## config.mk

```make
export PLATFORM = sky130hd
export DESIGN_NAME = pipeline_stall_ctrl
export DESIGN_NICKNAME = d
export VERILOG_FILES = /design/src/rtl/pipeline_stall_ctrl.sv
export SDC_FILE = /design/constraint.sdc
export NUM_CORES = 1
export LEC_CHECK = 0
export BUFFER_PORTS_ARGS = -buffer_cell sky130_fd_sc_hd__buf_2
export CORE_MARGIN = 5
export CORE_UTILIZATION = 45
export CTS_CLUSTER_DIAMETER = 30
export DETAILED_ROUTE_END_ITERATION = 10
export PLACE_DENSITY = 0.71
export SLEW_MARGIN = 15
export SYNTH_ARGS = -nofsm -noshare
export SYNTH_HDL_FRONTEND = slang
export SYNTH_SLANG_ARGS = --single-unit
```

## constraint.sdc

```tcl
create_clock -name clk -period 2.9 [get_ports clk]
set_clock_uncertainty 0.05 [all_clocks]
set_input_delay 0.29 -clock clk [delete_from_list [all_inputs] [get_ports clk]]
set_output_delay 0.29 -clock clk [all_outputs]
set_load 0.01 [all_outputs]
```

## src/rtl/pipeline_stall_ctrl.sv

```systemverilog
// Central stall/flush sequencer for the 5-stage pipeline: merges cache waits,
// load-use stalls and EX redirects into per-stage enables, with perf counters.
module pipeline_stall_ctrl #(
  parameter int unsigned CNT_W  = 16,
  parameter int unsigned ADDR_W = 32
) (
  input  logic              clk,
  input  logic              rst_n,
  input  logic              load_use,
  input  logic              icache_stall,
  input  logic              dcache_stall,
  input  logic              redirect,
  input  logic [ADDR_W-1:0] redirect_target,
  input  logic              cnt_clr,
  output logic              pc_write,
  output logic              pc_redirect,
  output logic [ADDR_W-1:0] pc_target,
  output logic              ifid_write,
  output logic              ifid_flush,
  output logic              idex_write,
  output logic              idex_flush,
  output logic              exmem_write,
  output logic              memwb_write,
  output logic [CNT_W-1:0]  stall_cnt,
  output logic [CNT_W-1:0]  flush_cnt
);

  typedef enum logic [1:0] {
    RUN     = 2'd0,
    IWAIT   = 2'd1,
    IWAIT_R = 2'd2
  } state_t;

  state_t            state, state_nxt;
  logic [ADDR_W-1:0] pend_tgt, pend_nxt;
  logic              flush_inc;
  logic              stall_inc;

  // State and pending redirect target
  always_ff @(posedge clk or negedge rst_n) begin
    if (!rst_n) begin
      state    <= RUN;
      pend_tgt <= '0;
    end else begin
      state    <= state_nxt;
      pend_tgt <= pend_nxt;
    end
  end

  // Priority: dcache > icache / pending replay > redirect > load_use
  always_comb begin
    state_nxt   = state;
    pend_nxt    = pend_tgt;
    flush_inc   = 1'b0;
    pc_write    = 1'b1;
    pc_redirect = 1'b0;
    pc_target   = redirect_target;
    ifid_write  = 1'b1;
    ifid_flush  = 1'b0;
    idex_write  = 1'b1;
    idex_flush  = 1'b0;
    exmem_write = 1'b1;
    memwb_write = 1'b1;

    if (!rst_n) begin
      pc_write    = 1'b0;
      pc_target   = '0;
      ifid_write  = 1'b0;
      idex_write  = 1'b0;
      exmem_write = 1'b0;
      memwb_write = 1'b0;
      state_nxt   = RUN;
    end else if (dcache_stall) begin
      // Whole pipe frozen; EX keeps presenting any redirect until release
      pc_write    = 1'b0;
      ifid_write  = 1'b0;
      idex_write  = 1'b0;
      exmem_write = 1'b0;
      memwb_write = 1'b0;
    end else if (icache_stall) begin
      pc_write   = 1'b0;
      ifid_write = 1'b0;
      idex_flush = 1'b1;
      if (redirect) begin
        ifid_flush = 1'b1;
        pend_nxt   = redirect_target;
        flush_inc  = 1'b1;
        state_nxt  = IWAIT_R;
      end else if (state != IWAIT_R) begin
        state_nxt = IWAIT;
      end
    end else if (redirect || state == IWAIT_R) begin
      // A fresh redirect is younger-resolved than the held one and wins
      pc_redirect = 1'b1;
      pc_target   = redirect ? redirect_target : pend_tgt;
      ifid_flush  = 1'b1;
      idex_flush  = 1'b1;
      flush_inc   = redirect;
      state_nxt   = RUN;
    end else if (load_use) begin
      pc_write   = 1'b0;
      ifid_write = 1'b0;
      idex_flush = 1'b1;
      state_nxt  = RUN;
    end else begin
      state_nxt = RUN;
    end
  end

  assign stall_inc = ~pc_write;

  // Saturating performance counters, clear wins over increment
  always_ff @(posedge clk or negedge rst_n) begin
    if (!rst_n) begin
      stall_cnt <= '0;
      flush_cnt <= '0;
    end else if (cnt_clr) begin
      stall_cnt <= '0;
      flush_cnt <= '0;
    end else begin
      if (stall_inc && !(&stall_cnt)) stall_cnt <= stall_cnt + CNT_W'(1);
      if (flush_inc && !(&flush_cnt)) flush_cnt <= flush_cnt + CNT_W'(1);
    end
  end

endmodule

```

==> reports/results.txt, run 1 <==
Final Hold Fails = 0
top_reg_cell synth = dfrtp_1
Antenna Cells = 0
first-pass GRT wire length = 15200 um
asr flop ratio synth = 100%
pin count of the biggest net entering global routing = 57
Core Util, Final = 56.4%
status = finished, final reports clean
final worst setup slack = 0.557 ns
Placer Congestion = 0.809
mapped cell area = 3770 sq um
clock buffer depth = 2
Setup Crit Path Kind = reg2out
FILL cells = 768
first-pass detailed-route iteration total = 4
design area = 4610 sq um
fmax = 427 MHz
Place WS = 0.598 ns
PortBufs = 110
drt initial violations = 104
data required time of the worst path = 2.56 ns
Worst Hold Class = in2async
slew margin rel. = 48.7%
Num CTS Buffers = 9
FP Rows = 33
Routed WL = 9090 um
Worst Setup Start Kind = flop
number of placed I/O pins = 111
Post-CTS Setup Bufs = 0
routed len/inst = 14.8 um
final setup TNS = 0 ns
number of global-route vias before repair = 3241
Synth Net Count = 445
clock share of power = 38.6%
Ys Warns = 0
CTS tree = done
initial core utilization = 46.2%
cts hold-fix bufs = 0
Post-synth EDFFs = 0
final period utilization = 80.8%
final worst path period need = 2.34 ns
share of cells above drive strength 1 = 36.0%
GR Util All Layers = 18.3%
Slew Limit Fails = 0
Non-Filler Instances = 614
initial antenna violation count = 1
Die Span Y = 102 um
Seq/Total Area, Yosys = 43.8%
combinational power share = 13.1%
drt via density = 5.44
Synth cell types = 41
worst skew pair latency = 0.33 ns
Seq pwr share = 48.3%
die area = 10300 sq um
die width = 102 um
CTS root buf = clkbuf_8
measured slew at the worst slew-check pin = 0.770 ns
Area after DPL = 4390 sq um
H-tree depth = 3
total grt overflow = 0
Placed Cells = 598
Worst-path clk slew = 0.08 ns
Switching Fraction = 24.6%
P&R area growth vs syn = 22.1%
max-cap violations = 0
Syn Inst Count = 404
crit path DAT = 2.00 ns
core footprint = 8180 sq um
count of final setup violators = 0
Post-Syn Area per Cell = 9.34 sq um
ANT nets after route = 0
Final Power = 2.23 mW
switching power of the nets = 0.549 mW
Power Internal = 1.68 mW
RSZ-0062 raised after global routing = no
clock sinks = 66
DP Wirelength = 6370 um
layout net count = 545
hold slack = 0.0258 ns
CP Capture Type = output port
Post-CTS Resized = 0
Critical Path Fanout Max = 24
pwr/cell area = 483 nW/um^2
DRC = 0
synthesized flop and latch total = 66
Leakage = 2.17 nW
via count = 3338
maximum vdd drop = 0.337 mV
-- logic make-up after synthesis --
| logic type | count (synthesis) | share of synthesized area, % |
|---|---|---|
| flops | 66 | 43.8 |
| mux | 43 | 12.8 |
| compound gates | 80 | 14.3 |
| buf+inv | 35 | 4.11 |
| fa+ha+maj | 2 | 0.663 |
| simple gates | 178 | 24.4 |
-- per-layer routing --
layer	GRT usage (%)	share of wire (%)	wire, um
met1	24.5	46	4160
met2	29.3	45	4120
met3	4.48	7.6	694
met4	5.42	1.2	109
met5	0	0.14	13
-- state kept, by name, indices dropped and copies added (netlist names) --
name	flops
state	2
flush_cnt	16
stall_cnt	16
pend_tgt	32
-- critical path, cell delays in order (launching register included) --
cell      delay, ns
dfrtp_1        0.38
nand2b_1       0.23
a31o_2         0.31
inv_1          0.51
buf_2          0.25
-- final cells by class --
cell class / count / area (sq um) / share of cell area [%]
Multi-Input combinational cell: 303 / 1970 / 42.8
Sequential cell: 66 / 1650 / 35.8
Timing Repair Buffer: 117 / 606 / 13.1
Clock buffer: 11 / 141 / 3.07
Tap cell: 105 / 131 / 2.85
Clock inverter: 5 / 77.6 / 1.68
Inverter: 7 / 26.3 / 0.570
-- path summary, 6_finish.rpt --
check / cells after the start / start / to / slack [ns]
min in group clk: 2 / redirect_target[30] / pend_tgt[30] / 0.15
worst max-delay path: 4 / state[0] / pc_write / 0.56
worst max register to register: 6 / stall_cnt[1] / stall_cnt[11] / 0.70
max in group asynchronous: 2 / rst_n / flush_cnt[11] / 2.36
worst min register to register: 1 / pend_tgt[11] / pend_tgt[11] / 0.46
worst min-delay path: 2 / rst_n / flush_cnt[1] / 0.03
-- synthesized netlist by cell type, drive strengths merged, types with 8 or more instances --
cell / n / area share [%]
a21boi: 32 / 6.4
dfrtp: 66 / 44
nor4: 13 / 2.3
nand3: 13 / 1.7
a21oi: 21 / 2.8
nor2: 18 / 1.8
nand2: 74 / 7.4
or4: 14 / 2.8
o21ai: 8 / 1.1
clkbuf: 17 / 1.7
buf: 11 / 1.7
o31ai: 11 / 2.2
nor2b: 14 / 2.3
mux2: 43 / 13
-- placed cells by master, fill, tap and decap left out, types with 2 or more instances in the layout --
cell type / instances
nand2_1: 74
clkbuf_8: 10
a21oi_1: 21
or3_1: 5
nor3_1: 3
buf_4: 8
o21ai_0: 8
nor4_2: 2
nand3_1: 13
nor4_1: 11
bufinv_16: 2
mux2_2: 43
inv_1: 7
dfrtp_1: 66
nor4b_1: 2
nand2b_1: 3
or2_2: 2
o31ai_1: 11
buf_2: 109
a21boi_0: 32
nand3b_1: 2
clkinv_2: 2
and4_1: 3
ha_1: 2
nor2_1: 18
nor2b_1: 14
nand4_1: 7
or4_1: 14
-- power groups by stage --
stage	clock, mW	combinational [mW]	sequential (mW)
global placement	0	0.288	1.09
global route	0.931	0.328	1.09
detailed placement	0	0.297	1.09
floorplan	0	0.185	1.08
finish	0.860	0.292	1.08
CTS	0.888	0.298	1.07
No activity file was read; power rests on OpenSTA's default activity.
==> run 2: changes to the inputs <==
Clock period 2.9 ns to 2.42 ns, I/O delays scaled along.
==> run 2 against run 1 <==
Against the previous run:
- critical path depth grew 2
- combinational power grew 21%
- sequential share of layout area shrank 0.45 points
- routed wire length grew 1.1%
- core utilization grew 0.72 points
- highest routed layer is now met4
- global-route usage grew 0.22 points
- cell count grew 0.81%
- register-to-register slack lost 0.28 ns
- first-iteration DRC count shrank 13%
- sequential power grew 19%
- worst setup slack lost 0.37 ns
==> reports/results.txt, run 2 (synthesis results as in run 1) <==
r2r worst-path depth = 4
data required time of the worst path = 2.13 ns
r2r endpoint = flush_cnt[15]
max FFs per register = 32
slew margin rel. = 50.7%
Antenna Cells = 0
crit-path cells = nand2b_1 -> or4_1 -> buf_6 -> nand2_1 -> a21boi_0 -> buf_2
count of final setup violators = 0
GR Util All Layers = 18.5%
Worst-path clk slew = 0.07 ns
number of global-route vias before repair = 3289
RSZ-0062 raised after global routing = no
via count = 3397
worst reg2reg setup slack = 0.42 ns
fmax = 448 MHz
P&R area growth vs syn = 23.6%
first-pass detailed-route iteration total = 5
routed len/inst = 14.9 um
design area = 4670 sq um
CP peak stage delay = 0.44 ns
max-cap violations = 0
die width = 102 um
crit path DAT = 1.94 ns
clock sinks = 66
pwr/cell area = 576 nW/um^2
CP Capture Type = output port
clock buffer depth = 2
Worst Hold Class = in2async
Largest Register = pend_tgt
Worst Setup Start Kind = flop
Post-CTS Setup Bufs = 0
Placed Cells = 601
Num CTS Buffers = 9
Final Power = 2.69 mW
final period utilization = 92.1%
drt initial violations = 91
Worst R2R Start = flush_cnt[5]
critical path's slowest cell = or4_1
Placer Congestion = 0.791
PortBufs = 110
CTS tree = done
final worst path period need = 2.23 ns
most frequent cells in the layout = buf_2, nand2_1, dfrtp_1, mux2_2, a21boi_0
Area after DPL = 4410 sq um
first-pass GRT wire length = 15400 um
Non-Filler Instances = 619
ANT nets after route = 0
layout net count = 550
FP Rows = 33
measured slew at the worst slew-check pin = 0.740 ns
Routed WL = 9200 um
Critical Path Fanout Max = 32
Largest regs = pend_tgt (32), flush_cnt (16), stall_cnt (16)
die area = 10300 sq um
number of placed I/O pins = 111
DP Wirelength = 6510 um
status = finished, final reports clean
Slew Limit Fails = 0
drt via density = 5.49
core footprint = 8180 sq um
initial core utilization = 46.2%
Final Hold Fails = 0
Die Span Y = 102 um
Core Util, Final = 57.1%
pin count of the biggest net entering global routing = 61
worst skew pair latency = 0.34 ns
DRC = 0
initial antenna violation count = 0
most common cell after layout, fill and taps aside = buf_2
H-tree depth = 3
maximum vdd drop = 0.306 mV
CTS root buf = clkbuf_8
final setup TNS = 0 ns
Worst Setup SP = state[0]
share of cells above drive strength 1 = 36.4%
Leakage = 2.20 nW
Setup Crit Path Kind = reg2out
total grt overflow = 0
run 2: worst max-delay path by stage:
stage / end / slack, ns
2_1_floorplan: stall_cnt[11] / 0.34
3_3_place_gp: stall_cnt[11] / 0.43
3_5_place_dp: flush_cnt[15] / 0.39
4_1_cts: pc_target[6] / 0.12
5_1_grt: pc_target[6] / 0.02
6_report: pc_target[6] / 0.19
run 2: per-stage QoR:
stage               setup WS [ns]  hold slack, ns
floorplan                   0.335          -0.104
global placement            0.435          0.0407
detailed placement          0.393          0.0451
CTS                         0.116          0.0356
global route               0.0221          0.0658
finish                      0.190          0.0259
run 2: power by group:
part	internal [mW]	switching (mW)
Sequential	1.23	0.0622
Combinational	0.182	0.171
Clock	0.610	0.438
run 2: routing by layer:
metal	vias up	share of wire (%)	GRT usage, %
met3	9	8.7	6.47
met4	0	0.74	3.68
li1	1665	-	-
met5	-	0	0
met1	1628	44	24.8
met2	95	46	29.2
run 2: what timing repair did:
| action | CTS | global route |
|---|---|---|
| setup endpoints to repair | 0 | 4 |
| hold endpoints to repair | 7 | 0 |
| gates resized for setup | 0 | 2 |
| hold buffers | 2 | 0 |
run 2: critical path: cells and delay by family (launching register included):
family          cells  cell delay [ns]
compound gates      1             0.11
buf+inv             2             0.37
flops               1             0.38
simple gates        3             0.74
run 2: final cells by class:
type	count	area (sq um)
clock inverter	6	90.1
clock buffer	10	138
fill	755	3510
timing repair buffer	122	656
multi-input combinational	303	1970
tap	105	131
inverter	7	26.3
sequential	66	1650
